### src/rtl/alarm_pkg.sv
// Shared encodings, time limits and wrapped time arithmetic for the multi-alarm controller.
package alarm_pkg;

  typedef enum logic [2:0] {
    SHOW_TIME  = 3'b000,
    SHOW_ALARM = 3'b001,
    EDIT_HR    = 3'b010,
    ALARM_SET  = 3'b011,
    EDIT_MIN   = 3'b100
  } ui_state_t;

  typedef enum logic [1:0] {
    R_IDLE   = 2'b00,
    R_RING   = 2'b01,
    R_SNOOZE = 2'b10
  } ring_state_t;

  typedef struct packed {
    logic [7:0] hr;
    logic [7:0] min;
  } hm_t;

  localparam logic [7:0] HR_MAX  = 8'd23;
  localparam logic [7:0] MIN_MAX = 8'd59;

  // delta is at most 59, so a single carry into the hour is enough
  function automatic hm_t time_add(input logic [7:0] h, input logic [7:0] m, input logic [7:0] d);
    hm_t        r;
    logic [7:0] s;
    s = m + d;
    if (s > MIN_MAX) begin
      r.min = s - (MIN_MAX + 8'd1);
      r.hr  = (h >= HR_MAX) ? 8'd0 : h + 8'd1;
    end else begin
      r.min = s;
      r.hr  = h;
    end
    return r;
  endfunction

endpackage

### src/rtl/alarm_match.sv
// Combinational comparison of every enabled alarm against the current time; reports the lowest hit.
module alarm_match #(
  parameter int N_ALARMS = 4,
  parameter int IDX_W    = 2
) (
  input  logic [N_ALARMS*8-1:0] al_hr_v,
  input  logic [N_ALARMS*8-1:0] al_min_v,
  input  logic [N_ALARMS-1:0]   al_en_v,
  input  logic [7:0]            hr,
  input  logic [7:0]            min,
  output logic                  hit,
  output logic [IDX_W-1:0]      idx
);

  logic [N_ALARMS-1:0] match_s;

  for (genvar g = 0; g < N_ALARMS; g++) begin : g_cmp
    assign match_s[g] = al_en_v[g] && (al_hr_v[g*8 +: 8] == hr) && (al_min_v[g*8 +: 8] == min);
  end

  assign hit = |match_s;

  // Scan from the top down so the lowest matching index is the one left standing
  always_comb begin
    idx = '0;
    for (int i = N_ALARMS - 1; i >= 0; i--) begin
      idx = match_s[i] ? IDX_W'(i) : idx;
    end
  end

endmodule

### src/rtl/alarm_ctrl_multi.sv
// Multi-alarm controller: UI FSM for viewing/editing alarms and an independent ring FSM
// with snooze, snooze limit and auto-off.
module alarm_ctrl_multi #(
  parameter int N_ALARMS   = 4,
  parameter int IDX_W      = (N_ALARMS > 1) ? $clog2(N_ALARMS) : 1,
  parameter int SNOOZE_MIN = 5,
  parameter int RING_MIN   = 3,
  parameter int MAX_SNOOZE = 3
) (
  input  logic             clk,
  input  logic             rst,
  input  logic [7:0]       hr,
  input  logic [7:0]       min,
  input  logic             al,
  input  logic             sel_next,
  input  logic             set_al_hr,
  input  logic             set_al_min,
  input  logic             inc,
  input  logic             en_toggle,
  input  logic             snooze,
  input  logic             stop,
  output logic [IDX_W-1:0] al_sel,
  output logic [7:0]       al_hr,
  output logic [7:0]       al_min,
  output logic             al_en,
  output logic [2:0]       ui_state,
  output logic             buzzer,
  output logic [IDX_W-1:0] ring_id,
  output logic             snoozed
);
  import alarm_pkg::*;

  logic [N_ALARMS-1:0][7:0] alhr_r;
  logic [N_ALARMS-1:0][7:0] almin_r;
  logic [N_ALARMS-1:0]      alen_r;
  logic [IDX_W-1:0]         sel_r;
  ui_state_t                ui_r;
  ring_state_t              ring_r;
  logic                     buzzer_r;
  logic                     snoozed_r;
  logic [IDX_W-1:0]         ring_id_r;
  logic [7:0]               snz_cnt_r;
  logic [7:0]               ring_cnt_r;
  logic [7:0]               min_q_r;
  hm_t                      wake_r;
  logic                     tick_s;
  logic                     hit_s;
  logic [IDX_W-1:0]         hit_idx_s;
  hm_t                      snooze_wake_s;

  assign al_sel        = sel_r;
  assign al_hr         = alhr_r[sel_r];
  assign al_min        = almin_r[sel_r];
  assign al_en         = alen_r[sel_r];
  assign ui_state      = ui_r;
  assign buzzer        = buzzer_r;
  assign ring_id       = ring_id_r;
  assign snoozed       = snoozed_r;
  assign tick_s        = (min != min_q_r);
  assign snooze_wake_s = time_add(hr, min, 8'(SNOOZE_MIN));

  alarm_match #(.N_ALARMS(N_ALARMS), .IDX_W(IDX_W)) u_match (
    .al_hr_v (alhr_r),
    .al_min_v(almin_r),
    .al_en_v (alen_r),
    .hr      (hr),
    .min     (min),
    .hit     (hit_s),
    .idx     (hit_idx_s)
  );

  // Previous-minute register for edge detection
  always_ff @(posedge clk) begin
    min_q_r <= min;
  end

  // UI FSM: selection, field editing and enable handling
  always_ff @(posedge clk) begin
    if (rst) begin
      alhr_r  <= '0;
      almin_r <= '0;
      alen_r  <= '0;
      sel_r   <= '0;
      ui_r    <= SHOW_TIME;
    end else begin
      case (ui_r)
        SHOW_TIME: begin
          if (al) ui_r <= SHOW_ALARM;
        end
        SHOW_ALARM: begin
          if (sel_next) sel_r <= (sel_r == IDX_W'(N_ALARMS - 1)) ? '0 : sel_r + IDX_W'(1);
          if (en_toggle) alen_r[sel_r] <= ~alen_r[sel_r];
          if (!al)             ui_r <= SHOW_TIME;
          else if (set_al_hr)  ui_r <= EDIT_HR;
          else if (set_al_min) ui_r <= EDIT_MIN;
        end
        EDIT_HR: begin
          if (inc) alhr_r[sel_r] <= (alhr_r[sel_r] >= HR_MAX) ? 8'd0 : alhr_r[sel_r] + 8'd1;
          if (!al)                            ui_r <= SHOW_TIME;
          else if (!set_al_hr && !set_al_min) ui_r <= ALARM_SET;
          else if (!set_al_hr)                ui_r <= EDIT_MIN;
        end
        EDIT_MIN: begin
          if (inc) almin_r[sel_r] <= (almin_r[sel_r] >= MIN_MAX) ? 8'd0 : almin_r[sel_r] + 8'd1;
          if (!al)                            ui_r <= SHOW_TIME;
          else if (!set_al_hr && !set_al_min) ui_r <= ALARM_SET;
          else if (!set_al_min)               ui_r <= EDIT_HR;
        end
        ALARM_SET: begin
          alen_r[sel_r] <= 1'b1;
          ui_r          <= SHOW_ALARM;
        end
        default: ui_r <= SHOW_TIME;
      endcase
    end
  end

  // Ring FSM: trigger on minute edge, snooze/stop handling, auto-off
  always_ff @(posedge clk) begin
    if (rst) begin
      ring_r     <= R_IDLE;
      buzzer_r   <= 1'b0;
      snoozed_r  <= 1'b0;
      ring_id_r  <= '0;
      snz_cnt_r  <= 8'd0;
      ring_cnt_r <= 8'd0;
      wake_r     <= '0;
    end else begin
      case (ring_r)
        R_IDLE: begin
          if (tick_s && hit_s) begin
            ring_id_r  <= hit_idx_s;
            snz_cnt_r  <= 8'd0;
            ring_cnt_r <= 8'd0;
            ring_r     <= R_RING;
            buzzer_r   <= 1'b1;
          end
        end
        R_RING: begin
          // An exhausted snooze budget turns snooze into stop
          if (stop || (snooze && (snz_cnt_r >= 8'(MAX_SNOOZE)))) begin
            ring_r   <= R_IDLE;
            buzzer_r <= 1'b0;
          end else if (snooze) begin
            wake_r    <= snooze_wake_s;
            snz_cnt_r <= snz_cnt_r + 8'd1;
            ring_r    <= R_SNOOZE;
            buzzer_r  <= 1'b0;
            snoozed_r <= 1'b1;
          end else if (tick_s) begin
            if (ring_cnt_r >= 8'(RING_MIN - 1)) begin
              ring_r   <= R_IDLE;
              buzzer_r <= 1'b0;
            end else begin
              ring_cnt_r <= ring_cnt_r + 8'd1;
            end
          end
        end
        R_SNOOZE: begin
          if (stop) begin
            ring_r    <= R_IDLE;
            snoozed_r <= 1'b0;
          end else if (tick_s && (hr == wake_r.hr) && (min == wake_r.min)) begin
            ring_cnt_r <= 8'd0;
            ring_r     <= R_RING;
            buzzer_r   <= 1'b1;
            snoozed_r  <= 1'b0;
          end
        end
        default: begin
          ring_r    <= R_IDLE;
          buzzer_r  <= 1'b0;
          snoozed_r <= 1'b0;
        end
      endcase
    end
  end

endmodule

### config.mk
export PLATFORM = sky130hd
export DESIGN_NAME = alarm_ctrl_multi
export DESIGN_NICKNAME = d
export VERILOG_FILES = /design/src/rtl/alarm_pkg.sv /design/src/rtl/alarm_match.sv /design/src/rtl/alarm_ctrl_multi.sv
export SDC_FILE = /design/constraint.sdc
export NUM_CORES = 1
export LEC_CHECK = 0
export BUFFER_PORTS_ARGS = -buffer_cell sky130_fd_sc_hd__buf_4
export CORE_ASPECT_RATIO = 0.75
export CORE_MARGIN = 2
export CORE_UTILIZATION = 48
export CTS_BUF_LIST = sky130_fd_sc_hd__clkbuf_16
export DETAILED_ROUTE_END_ITERATION = 6
export PLACE_DENSITY_LB_ADDON = 0.25
export SLEW_MARGIN = 20
export SYNTH_ARGS = -nofsm -noshare
export SYNTH_HDL_FRONTEND = slang
export SYNTH_SLANG_ARGS = --single-unit
### constraint.sdc
create_clock -name clk -period 4.8 [get_ports clk]
set_input_delay 0.96 -clock clk [delete_from_list [all_inputs] [get_ports clk]]
set_output_delay 0.96 -clock clk [all_outputs]
set_load 0.05 [all_outputs]
==> summary.txt, run 1 <==
STA
  • Relative slew margins: 31.5%
  • RSZ-0062 raised after global routing: no
  • Count of final setup violators: 0
  • Fin crit period: 3.38 ns
  • Worst Max-Slew Pin Slew: 1.03 ns
  • Max-slew violations: 0
  • FMAX: 296 MHz
  • Post-route setup TNS: 0 ns
  • Final Hold Vio Count: 0
  • Clock Skews: approximately 0.011 ns
  • Ratio of final minimum period to clock period: 70.5%

Final layout
  • Commonest non-fill, non-tap cell in the layout: dfxtp_1
  • Register Area: 0.00238 mm^2
  • Area growth syn-to-layout: 15.2%
  • Fin area: 0.00750 mm^2
  • # fillers: approximately 1200
  • Area of the multi-input gates: 0.00384 mm^2
  • Commonest cells after routing, fill and taps aside: dfxtp_1, a21oi_1, nor2_1
  • N_diodes: 0
  • Share of layout cells above drive strength 1: 14.2%
  • Final Net Count: 814

Synthesis
  • Sequential-to-total area share from yosys stat: 36.6%
  • Syn_nets: 791
  • Area of the mapped netlist: 0.00650 mm^2
  • Most common flop cell mapped by yosys: dfxtp_1
  • Synthesis Warnings: 0
  • Distinct cells, synth: 53
  • Syn_area_per_cell: 8.66 um^2
  • Post-synth ARST share: 0%
  • Flip-flop and latch count after synthesis: about 120
  • Mapped Cells: about 750
  • Post-synth EDFFs: 0

Clock network
  • CTS HTree Levels: 4
  • # hold bufs at CTS: 0
  • Skew-Pair Late Insertion Delay: slightly above 0.4 ns
  • Clock buffer depth: 2
  • Clock sinks: 119
  • Clock transition at the registers of the reported paths: 0.06 ns
  • Root buffer cell: clkbuf_16
  • Total CTS buffers: 17
  • CTS tree: yes
  • Post-CTS sizing: 0
  • Post CTS Setup Buffer Count: 0

Critical path
  • CP endpoint kind: output pin
  • CP top delay family: multiplexers
  • Critical path's slowest cell: mux4_1
  • Crit path DAT: roughly 2.4 ns
  • Most common cell on crit path: buf_4
  • Worst flop-to-flop path startpoint: al_sel[0]$_SDFFE_PP0P_
  • Req. time, crit path: 3.84 ns
  • Worst-path cell chain: buf_4, mux4_1, buf_4
  • CP Depth: 3
  • Critical Path Start Type: flop
  • Reg2reg end: alhr_r[19]$_SDFFE_PP0P_
  • Worst path bufs/invs: 2
  • Reg2Reg Setup Slack: 1.80 ns
  • CP Max Fanout: 15
  • Crit path kind: reg2out
  • R2R depth: 9
  • Slowest cell delay on critical path: 0.69 ns

Place
  • Area after DPL: 0.00689 mm^2
  • # port buffers: just over 50
  • Post-DP HPWL: 12200 um
  • Last weighted congestion value of the routability-driven placer: 0.913

Status
  • Status: completed

Routing
  • Post-route ant nets: 0
  • # DRC: 0
  • DR iter-0 viols: ~630
  • DR vias: 5589
  • Post-Route WL: 17100 um
  • Wire per inst: 17.9 um
  • DR pass1 iterations: 5
  • Via density: 5.83

Hold path
  • WHS Endpoint: snz_cnt_r[3]$_SDFFE_PP0P_
  • Hold Path Class: reg2reg
  • Worst Min Path Start: snz_cnt_r[3]$_SDFFE_PP0P_
  • WHS Path Cells: 1

Floorplan
  • Io pins: 52
  • Starting Density: 49.6%
  • Total core area: 0.0131 mm^2
  • Die W: between 100 and 150 um
  • Die ar.: 0.0145 mm^2
  • Row cnt: 36
  • Die Y-Extent: 105 um

Power and ir drop
  • PD cells: 338 mW/mm^2
  • Leak pwr: about 2.9 nW
  • VDD IR-drop max: about 0.00037 V

Flow run
  • MaxCap Viol Count: 0

Global route
  • Initial antenna violation count: 0
  • Global-route wire length before repair: 28100 um
  • Largest net degree at the start of global routing: 102
  • GRT overflow: 0
  • Gr usage total: 24.2%
  • Vias in the first global route: 5250
==> logic make-up after synthesis <==
logic type	after synthesis	synth area share (%)
AND/OR/NAND/NOR	297	23.2
AO/OA/AOI/OAI	138	12.8
flip-flops	119	36.6
XOR/XNOR	100	13.5
buffers and inverters	62	4.58
multiplexers	21	6.67
adder cells (fa/ha/maj)	14	2.69
==> synthesized netlist by cell type, drive strengths merged, types with 3 or more instances <==
library cell	n	area share, %
dfxtp	119	37
a21oi	79	6.1
nor2	74	4.7
nand2	58	3.3
xor2	58	7.8
xnor2	42	5.7
nor3	41	3.2
nand3	34	2.6
buf	28	2.6
clkbuf	23	1.4
and2	22	2.1
mux4	17	6.1
o21ai	16	1.2
nor4	15	1.4
ha	14	2.7
nand4	12	1.2
inv	11	0.63
nor3b	11	1.3
a211oi	9	1.0
a31oi	8	0.77
and3b	8	1.1
nand2b	5	0.48
or3	5	0.56
a21o	4	0.58
mux2i	4	0.62
a221oi	3	0.40
and3	3	0.29
nand3b	3	0.35
o2111ai	3	0.40
o211ai	3	0.35
o21a	3	0.35
==> registers in the layout (all words and copies together), names as in the netlist <==
register,count
min_q_r,8
buzzer,1
almin_r,32
ring_id,2
alen_r,4
al_sel,2
ring_r,2
wake_r,16
ring_cnt_r,8
ui_state,3
alhr_r,32
snoozed,1
snz_cnt_r,8
==> per-stage QoR <==
step	std cells	utilization, %	hold WS, ns	total power [W]	setup WS (ns)
2_1_floorplan	751	-	0.430	0.00119	1.86
4_1_cts	958	57.2	0.465	0.00254	1.39
6_report	958	57.2	0.460	0.00254	1.42
5_1_grt	958	57.2	0.478	0.00262	1.29
3_3_place_gp	926	52.6	0.445	0.00125	1.56
3_5_place_dp	926	52.6	0.452	0.00125	1.43
==> where the power goes <==
group | leakage (nW) | switching (W) | internal (W)
logic | 1.61 | 0.000144 | 0.0000819
clock network | 0.295 | 0.000483 | 0.000819
registers | 0.962 | 0.0000124 | 0.000997
total | 2.86 | 0.000640 | 0.00190
==> how the worst max path moves through the flow <==
stage                              end                   start  slack (ns)
2_1_floorplan  alhr_r[19]$_SDFFE_PP0P_  al_sel[0]$_SDFFE_PP0P_        1.86
5_1_grt                       al_hr[3]  al_sel[0]$_SDFFE_PP0P_        1.29
6_report                      al_hr[3]  al_sel[0]$_SDFFE_PP0P_        1.42
4_1_cts                       al_hr[3]  al_sel[0]$_SDFFE_PP0P_        1.39
3_5_place_dp   wake_r[12]$_SDFFE_PP0P_                  min[0]        1.43
3_3_place_gp   wake_r[12]$_SDFFE_PP0P_                  min[0]        1.56
==> final cells by class <==
class                   instances  share of cell area, %
multi-input cells             570                   51.2
flip-flops and latches        119                   31.8
clock buffers                  17                   5.68
repair buffers                 55                   5.51
well taps                     171                   2.85
clock inverters                15                   2.40
inverters                      11                  0.551
==> per-layer routing <==
metal	GRT usage, %	wire (um)	share of wire, %	vias up
li1	-	-	-	2692
met1	36.3	8350	49	2654
met4	6.05	153	0.89	0
met3	6.23	1380	8.0	16
met5	0	0	0	-
met2	34.5	7240	42	227
Note: power is estimated with default switching activity, not from simulation.
==> run 2, diff against run 1 <==
==> constraint.sdc (replaced) <==
create_clock -name clk -period 3 [get_ports clk]
set_input_delay 0.6 -clock clk [delete_from_list [all_inputs] [get_ports clk]]
set_output_delay 0.6 -clock clk [all_outputs]
set_load 0.05 [all_outputs]
==> summary.txt, run 2 (synthesis results as in run 1) <==
Status
  • Status: completed (unchanged)

Critical path
  • Req. time, crit path: 2.40 ns (was 3.84 ns)
  • Reg2reg end: almin_r[8]$_SDFFE_PP0P_ (was alhr_r[19]$_SDFFE_PP0P_)
  • CP top delay family: multiplexers (unchanged)
  • Critical Path Start Type: flop (unchanged)
  • Worst path bufs/invs: 2 (unchanged)
  • Critical path's slowest cell: mux4_1 (unchanged)
  • Crit path DAT: 2.18 ns (was 2.42 ns)
  • Slowest cell delay on critical path: 0.71 ns (was 0.69 ns)
  • CP Max Fanout: 18 (was 15)
  • CP endpoint kind: output pin (unchanged)
  • R2R depth: 7 (was 9)
  • Reg2Reg Setup Slack: 0.24 ns (was 1.80 ns)
  • Worst-path cell chain: buf_12, mux4_1, buf_4 (was buf_4, mux4_1, buf_4)
  • Crit path kind: reg2out (unchanged)
  • Worst flop-to-flop path startpoint: al_sel[0]$_SDFFE_PP0P_ (unchanged)

Global route
  • GRT overflow: 0 (unchanged)
  • Initial antenna violation count: 0 (unchanged)
  • Global-route wire length before repair: 28000 um (was 28100 um)
  • Largest net degree at the start of global routing: 43 (was 102)
  • Vias in the first global route: 5254 (was 5250)
  • Gr usage total: 24.3% (was 24.2%)

Routing
  • Post-Route WL: 17300 um (was 17100 um)
  • Post-route ant nets: 0 (unchanged)
  • # DRC: 0 (unchanged)
  • Via density: 5.87 (was 5.83)
  • Wire per inst: 17.9 um (about the same)
  • DR pass1 iterations: 5 (unchanged)
  • DR vias: 5674 (was 5589)
  • DR iter-0 viols: 628 (was 633)

Hold path
  • WHS Path Cells: 1 (unchanged)
  • Worst Min Path Start: min[7] (was snz_cnt_r[3]$_SDFFE_PP0P_)
  • Hold Path Class: in2reg (was reg2reg)
  • WHS Endpoint: min_q_r[7]$_DFF_P_ (was snz_cnt_r[3]$_SDFFE_PP0P_)

Floorplan
  • Die Y-Extent: 105 um (unchanged)
  • Io pins: 52 (unchanged)
  • Total core area: 0.0131 mm^2 (unchanged)
  • Die W: 138 um (unchanged)
  • Die ar.: 0.0145 mm^2 (unchanged)
  • Row cnt: 36 (unchanged)
  • Starting Density: 49.6% (unchanged)

Clock network
  • # hold bufs at CTS: 0 (unchanged)
  • Post-CTS sizing: 0 (unchanged)
  • Total CTS buffers: 17 (unchanged)
  • Root buffer cell: clkbuf_16 (unchanged)
  • Clock buffer depth: 2 (unchanged)
  • Clock transition at the registers of the reported paths: 0.06 ns (about the same)
  • Post CTS Setup Buffer Count: 0 (unchanged)
  • Skew-Pair Late Insertion Delay: 0.42 ns (was 0.41 ns)
  • CTS HTree Levels: 4 (unchanged)
  • CTS tree: yes (unchanged)
  • Clock sinks: 119 (unchanged)

Final layout
  • Final Net Count: 823 (was 814)
  • N_diodes: 0 (unchanged)
  • Area of the multi-input gates: 0.00384 mm^2 (unchanged)
  • Commonest non-fill, non-tap cell in the layout: dfxtp_1 (unchanged)
  • # fillers: 1144 (was 1193)
  • Area growth syn-to-layout: 15.6% (was 15.2%)
  • Share of layout cells above drive strength 1: 14.4% (was 14.2%)
  • Fin area: 0.00752 mm^2 (was 0.00750 mm^2)
  • Commonest cells after routing, fill and taps aside: dfxtp_1, a21oi_1, nor2_1 (unchanged)
  • Fin cells: 967 (was 958)
  • Leading registers by flop count: alhr_r (32), almin_r (32), wake_r (16) (unchanged)
  • Register Area: 0.00238 mm^2 (unchanged)

STA
  • Max-slew violations: 0 (unchanged)
  • Fin crit period: 2.78 ns
  • Relative slew margins: 52.5% (was 31.5%)
  • Clock Skews: 0.0115 ns (was 0.0108 ns)
  • FMAX: 359 MHz
  • Count of final setup violators: 0 (unchanged)
  • RSZ-0062 raised after global routing: no (unchanged)
  • Ratio of final minimum period to clock period: 92.8%
  • Final Hold Vio Count: 0 (unchanged)
  • Worst Max-Slew Pin Slew: 0.707 ns (was 1.03 ns)
  • Post-route setup TNS: 0 ns (unchanged)

Place
  • Post-DP HPWL: 12700 um (was 12200 um)
  • Last weighted congestion value of the routability-driven placer: 0.947 (was 0.913)
  • DP Cell Count: 935 (was 926)
  • # port buffers: 51 (unchanged)
  • Area after DPL: 0.00697 mm^2 (was 0.00689 mm^2)

Flow run
  • MaxCap Viol Count: 0 (unchanged)

Power and ir drop
  • VDD IR-drop max: 0.000422 V (was 0.000367 V)
  • PD cells: 518 mW/mm^2 (was 338 mW/mm^2)
  • Leak pwr: 2.89 nW (was 2.86 nW)
run 2: cell types whose count changed in the layout (fill, tap and decap cells not counted):
cell / delta
buf_4: +8
buf_12: +1
bufinv_16: -1
inv_1: +2
clkinv_1: +4
clkinv_2: +2
inv_6: -2
clkinv_4: -5
run 2: metrics by stage:
step | power (W) | utilization (%) | hold slack, ns | setup WS (ns)
floorplan | 0.00191 | - | 0.430 | 0.0578
global placement | 0.00200 | 53.2 | 0.445 | 0.392
detailed placement | 0.00201 | 53.2 | 0.451 | 0.250
CTS | 0.00390 | 57.4 | 0.393 | 0.223
global route | 0.00402 | 57.4 | 0.406 | 0.0515
finish | 0.00390 | 57.4 | 0.399 | 0.216
run 2: layer usage:
layer | track usage [%] | up-vias | routed length [um]
met5 | 0 | - | 0
met4 | 6.78 | 0 | 249
met3 | 5.73 | 29 | 1320
met2 | 34.7 | 238 | 7310
met1 | 36.4 | 2700 | 8400
li1 | - | 2707 | -
run 2: worst max-delay path by stage:
stage	endpoint	depth (start not counted)	startpoint
2_1_floorplan	alhr_r[19]$_SDFFE_PP0P_	10	al_sel[0]$_SDFFE_PP0P_
3_3_place_gp	wake_r[12]$_SDFFE_PP0P_	11	min[0]
3_5_place_dp	almin_r[8]$_SDFFE_PP0P_	7	al_sel[0]$_SDFFE_PP0P_
4_1_cts	al_hr[3]	3	al_sel[0]$_SDFFE_PP0P_
5_1_grt	almin_r[8]$_SDFFE_PP0P_	7	al_sel[0]$_SDFFE_PP0P_
6_report	al_hr[3]	3	al_sel[0]$_SDFFE_PP0P_
run 2: report_power, final:
part | switching [W] | internal (W) | leakage (nW)
Combinational | 0.000231 | 0.000138 | 1.65
Clock | 0.000723 | 0.00119 | 0.276
Sequential | 0.0000187 | 0.00160 | 0.962
run 2: worst reg2reg max path, delay by kind of cell (launching register included):
| kind | cells | cell delay, ns |
|---|---|---|
| AOI/OAI and AO/OA | 2 | 0.33 |
| adders and majority gates | 1 | 0.29 |
| muxes | 1 | 0.66 |
| DFF | 1 | 0.55 |
| and+or+nand+nor | 3 | 0.86 |
run 2: final cells by class:
class | instances | share of cell area [%]
clock buffer | 17 | 5.66
clock inverter | 15 | 1.61
timing repair buffer | 64 | 6.56
sequential | 119 | 31.7
inverter | 11 | 0.549
multi-input combinational | 570 | 51.1
tap | 171 | 2.85
==> run 3, diff against run 2 <==
--- a/config.mk
+++ b/config.mk
@@ -12,6 +12,7 @@
 export CTS_BUF_LIST = sky130_fd_sc_hd__clkbuf_16
 export DETAILED_ROUTE_END_ITERATION = 6
 export PLACE_DENSITY_LB_ADDON = 0.25
+export RECOVER_POWER = 50
 export SLEW_MARGIN = 20
 export SYNTH_ARGS = -nofsm -noshare
 export SYNTH_HDL_FRONTEND = slang
==> summary.txt, run 3 (synthesis results as in run 1) <==
Status
  • Status: completed (unchanged)

Clock network
  • Root buffer cell: clkbuf_16 (unchanged)
  • Total CTS buffers: 17 (unchanged)
  • Clock buffer depth: 2 (unchanged)
  • Clock transition at the registers of the reported paths: 0.06 ns (about the same)
  • Post CTS Setup Buffer Count: 0 (unchanged)
  • # hold bufs at CTS: 0 (unchanged)
  • CTS HTree Levels: 4 (unchanged)
  • CTS tree: yes (unchanged)
  • Clock sinks: 119 (unchanged)
  • Post-CTS sizing: 0 (unchanged)
  • Skew-Pair Late Insertion Delay: 0.42 ns (about the same)

STA
  • RSZ-0062 raised after global routing: no (unchanged)
  • Final Hold Vio Count: 0 (unchanged)
  • Relative slew margins: 20.8% (was 52.5%)
  • Post-route setup TNS: 0 ns (unchanged)
  • Worst Max-Slew Pin Slew: 1.19 ns (was 0.707 ns)
  • Clock Skews: 0.00806 ns (was 0.0115 ns)
  • FMAX: 362 MHz (was 359 MHz)
  • Worst hold margin: 0.461 ns (was 0.399 ns)
  • Ratio of final minimum period to clock period: 92.0% (was 92.8%)
  • Max-slew violations: 0 (unchanged)
  • Fin crit period: 2.76 ns (was 2.78 ns)
  • Setup WS post-layout: 0.240 ns (was 0.216 ns)
  • Count of final setup violators: 0 (unchanged)

Critical path
  • Slowest cell delay on critical path: 0.71 ns (about the same)
  • CP endpoint kind: output pin (unchanged)
  • Critical Path Start Type: flop (unchanged)
  • Req. time, crit path: 2.40 ns (about the same)
  • CP top delay family: multiplexers (unchanged)
  • Crit path kind: reg2out (unchanged)
  • Crit path DAT: 2.16 ns (was 2.18 ns)
  • Critical path's slowest cell: mux4_1 (unchanged)
  • CP Max Fanout: 18 (unchanged)
  • Worst-path cell chain: buf_12, mux4_1, buf_4 (unchanged)
  • Worst path bufs/invs: 2 (unchanged)

Place
  • Pre-CTS setup slack: 0.250 ns (unchanged)
  • DP Cell Count: 935 (unchanged)
  • Area after DPL: 0.00697 mm^2 (unchanged)
  • Post-DP HPWL: 12700 um (unchanged)
  • # port buffers: 51 (unchanged)
  • Last weighted congestion value of the routability-driven placer: 0.947 (unchanged)

Global route
  • Largest net degree at the start of global routing: 43 (unchanged)
  • Initial antenna violation count: 0 (unchanged)
  • GRT overflow: 0 (unchanged)
  • Gr usage total: 24.3% (unchanged)
  • Vias in the first global route: 5254 (unchanged)
  • Global-route wire length before repair: 28000 um (unchanged)

Power and ir drop
  • Leak pwr: 2.80 nW (was 2.89 nW)
  • PD cells: 522 mW/mm^2 (was 518 mW/mm^2)
  • VDD IR-drop max: 0.000420 V (was 0.000422 V)

Final layout
  • N_diodes: 0 (unchanged)
  • # fillers: 1167 (was 1144)
  • Leading registers by flop count: alhr_r (32), almin_r (32), wake_r (16) (unchanged)
  • Commonest non-fill, non-tap cell in the layout: dfxtp_1 (unchanged)
  • Fin area: 0.00742 mm^2 (was 0.00752 mm^2)
  • Register Area: 0.00238 mm^2 (unchanged)
  • Fin cells: 967 (unchanged)
  • Final Net Count: 823 (unchanged)
  • Share of layout cells above drive strength 1: 11.7% (was 14.4%)
  • Area of the multi-input gates: 0.00382 mm^2 (was 0.00384 mm^2)
  • Commonest cells after routing, fill and taps aside: dfxtp_1, a21oi_1, nor2_1 (unchanged)
  • Area growth syn-to-layout: 14.1% (was 15.6%)

Routing
  • # DRC: 0 (unchanged)
  • Wire per inst: 17.8 um (was 17.9 um)
  • Post-Route WL: 17200 um (was 17300 um)
  • Post-route ant nets: 0 (unchanged)
  • Via density: 5.82 (was 5.87)
  • DR vias: 5626 (was 5674)
  • DR iter-0 viols: 654 (was 628)
  • DR pass1 iterations: 5 (unchanged)

Floorplan
  • Row cnt: 36 (unchanged)
  • Total core area: 0.0131 mm^2 (unchanged)
  • Die ar.: 0.0145 mm^2 (unchanged)
  • Starting Density: 49.6% (unchanged)
  • Die W: 138 um (unchanged)
  • Die Y-Extent: 105 um (unchanged)
  • Io pins: 52 (unchanged)

Flow run
  • MaxCap Viol Count: 0 (unchanged)

Hold path
  • Hold Path Class: reg2reg (was in2reg)
## run 3: metrics by stage
step	util [%]	total power, W
3_3_place_gp	53.2	0.00200
5_1_grt	56.6	0.00401
6_report	56.6	0.00388
3_5_place_dp	53.2	0.00201
4_1_cts	57.4	0.00390
2_1_floorplan	-	0.00191
## run 3: path summary, 6_finish.rpt
check	startpoint	to	slack (ns)	depth (start not counted)
min reg2reg	wake_r[5]$_SDFFE_PP0P_	wake_r[5]$_SDFFE_PP0P_	0.46	2
min	wake_r[5]$_SDFFE_PP0P_	wake_r[5]$_SDFFE_PP0P_	0.46	2
max reg2reg	al_sel[0]$_SDFFE_PP0P_	almin_r[8]$_SDFFE_PP0P_	0.27	7
max	al_sel[0]$_SDFFE_PP0P_	al_hr[3]	0.24	3
## run 3: cell type report
class	instances	area share, %
Clock buffer	17	5.73
Clock inverter	15	1.63
Inverter	11	0.556
Multi-Input combinational cell	570	51.5
Sequential cell	119	32.1
Tap cell	171	2.88
Timing Repair Buffer	64	5.58
## run 3: routing by layer
layer	part of all wire [%]	routed length, um	vias to the layer above	GRT usage [%]
li1	-	-	2715	-
met1	49	8370	2644	36.4
met2	42	7280	240	34.7
met3	7.8	1340	27	5.73
met4	1.3	232	0	6.78
met5	0	0	-	0
## run 3: power by group
group          internal, W  switching (W)  leakage, nW
Sequential         0.00160      0.0000176        0.962
Clock              0.00119       0.000717        0.276
Combinational     0.000126       0.000231         1.56
## run 3: worst register-to-register path, cell delays in order, from the launching register on
cell and delay [ns]:
dfxtp_1 0.53, mux4_2 0.66, ha_1 0.29, o2111ai_1 0.25, nand2_1 0.42, nor3_1 0.32, a21oi_1 0.08, nor2_1 0.12
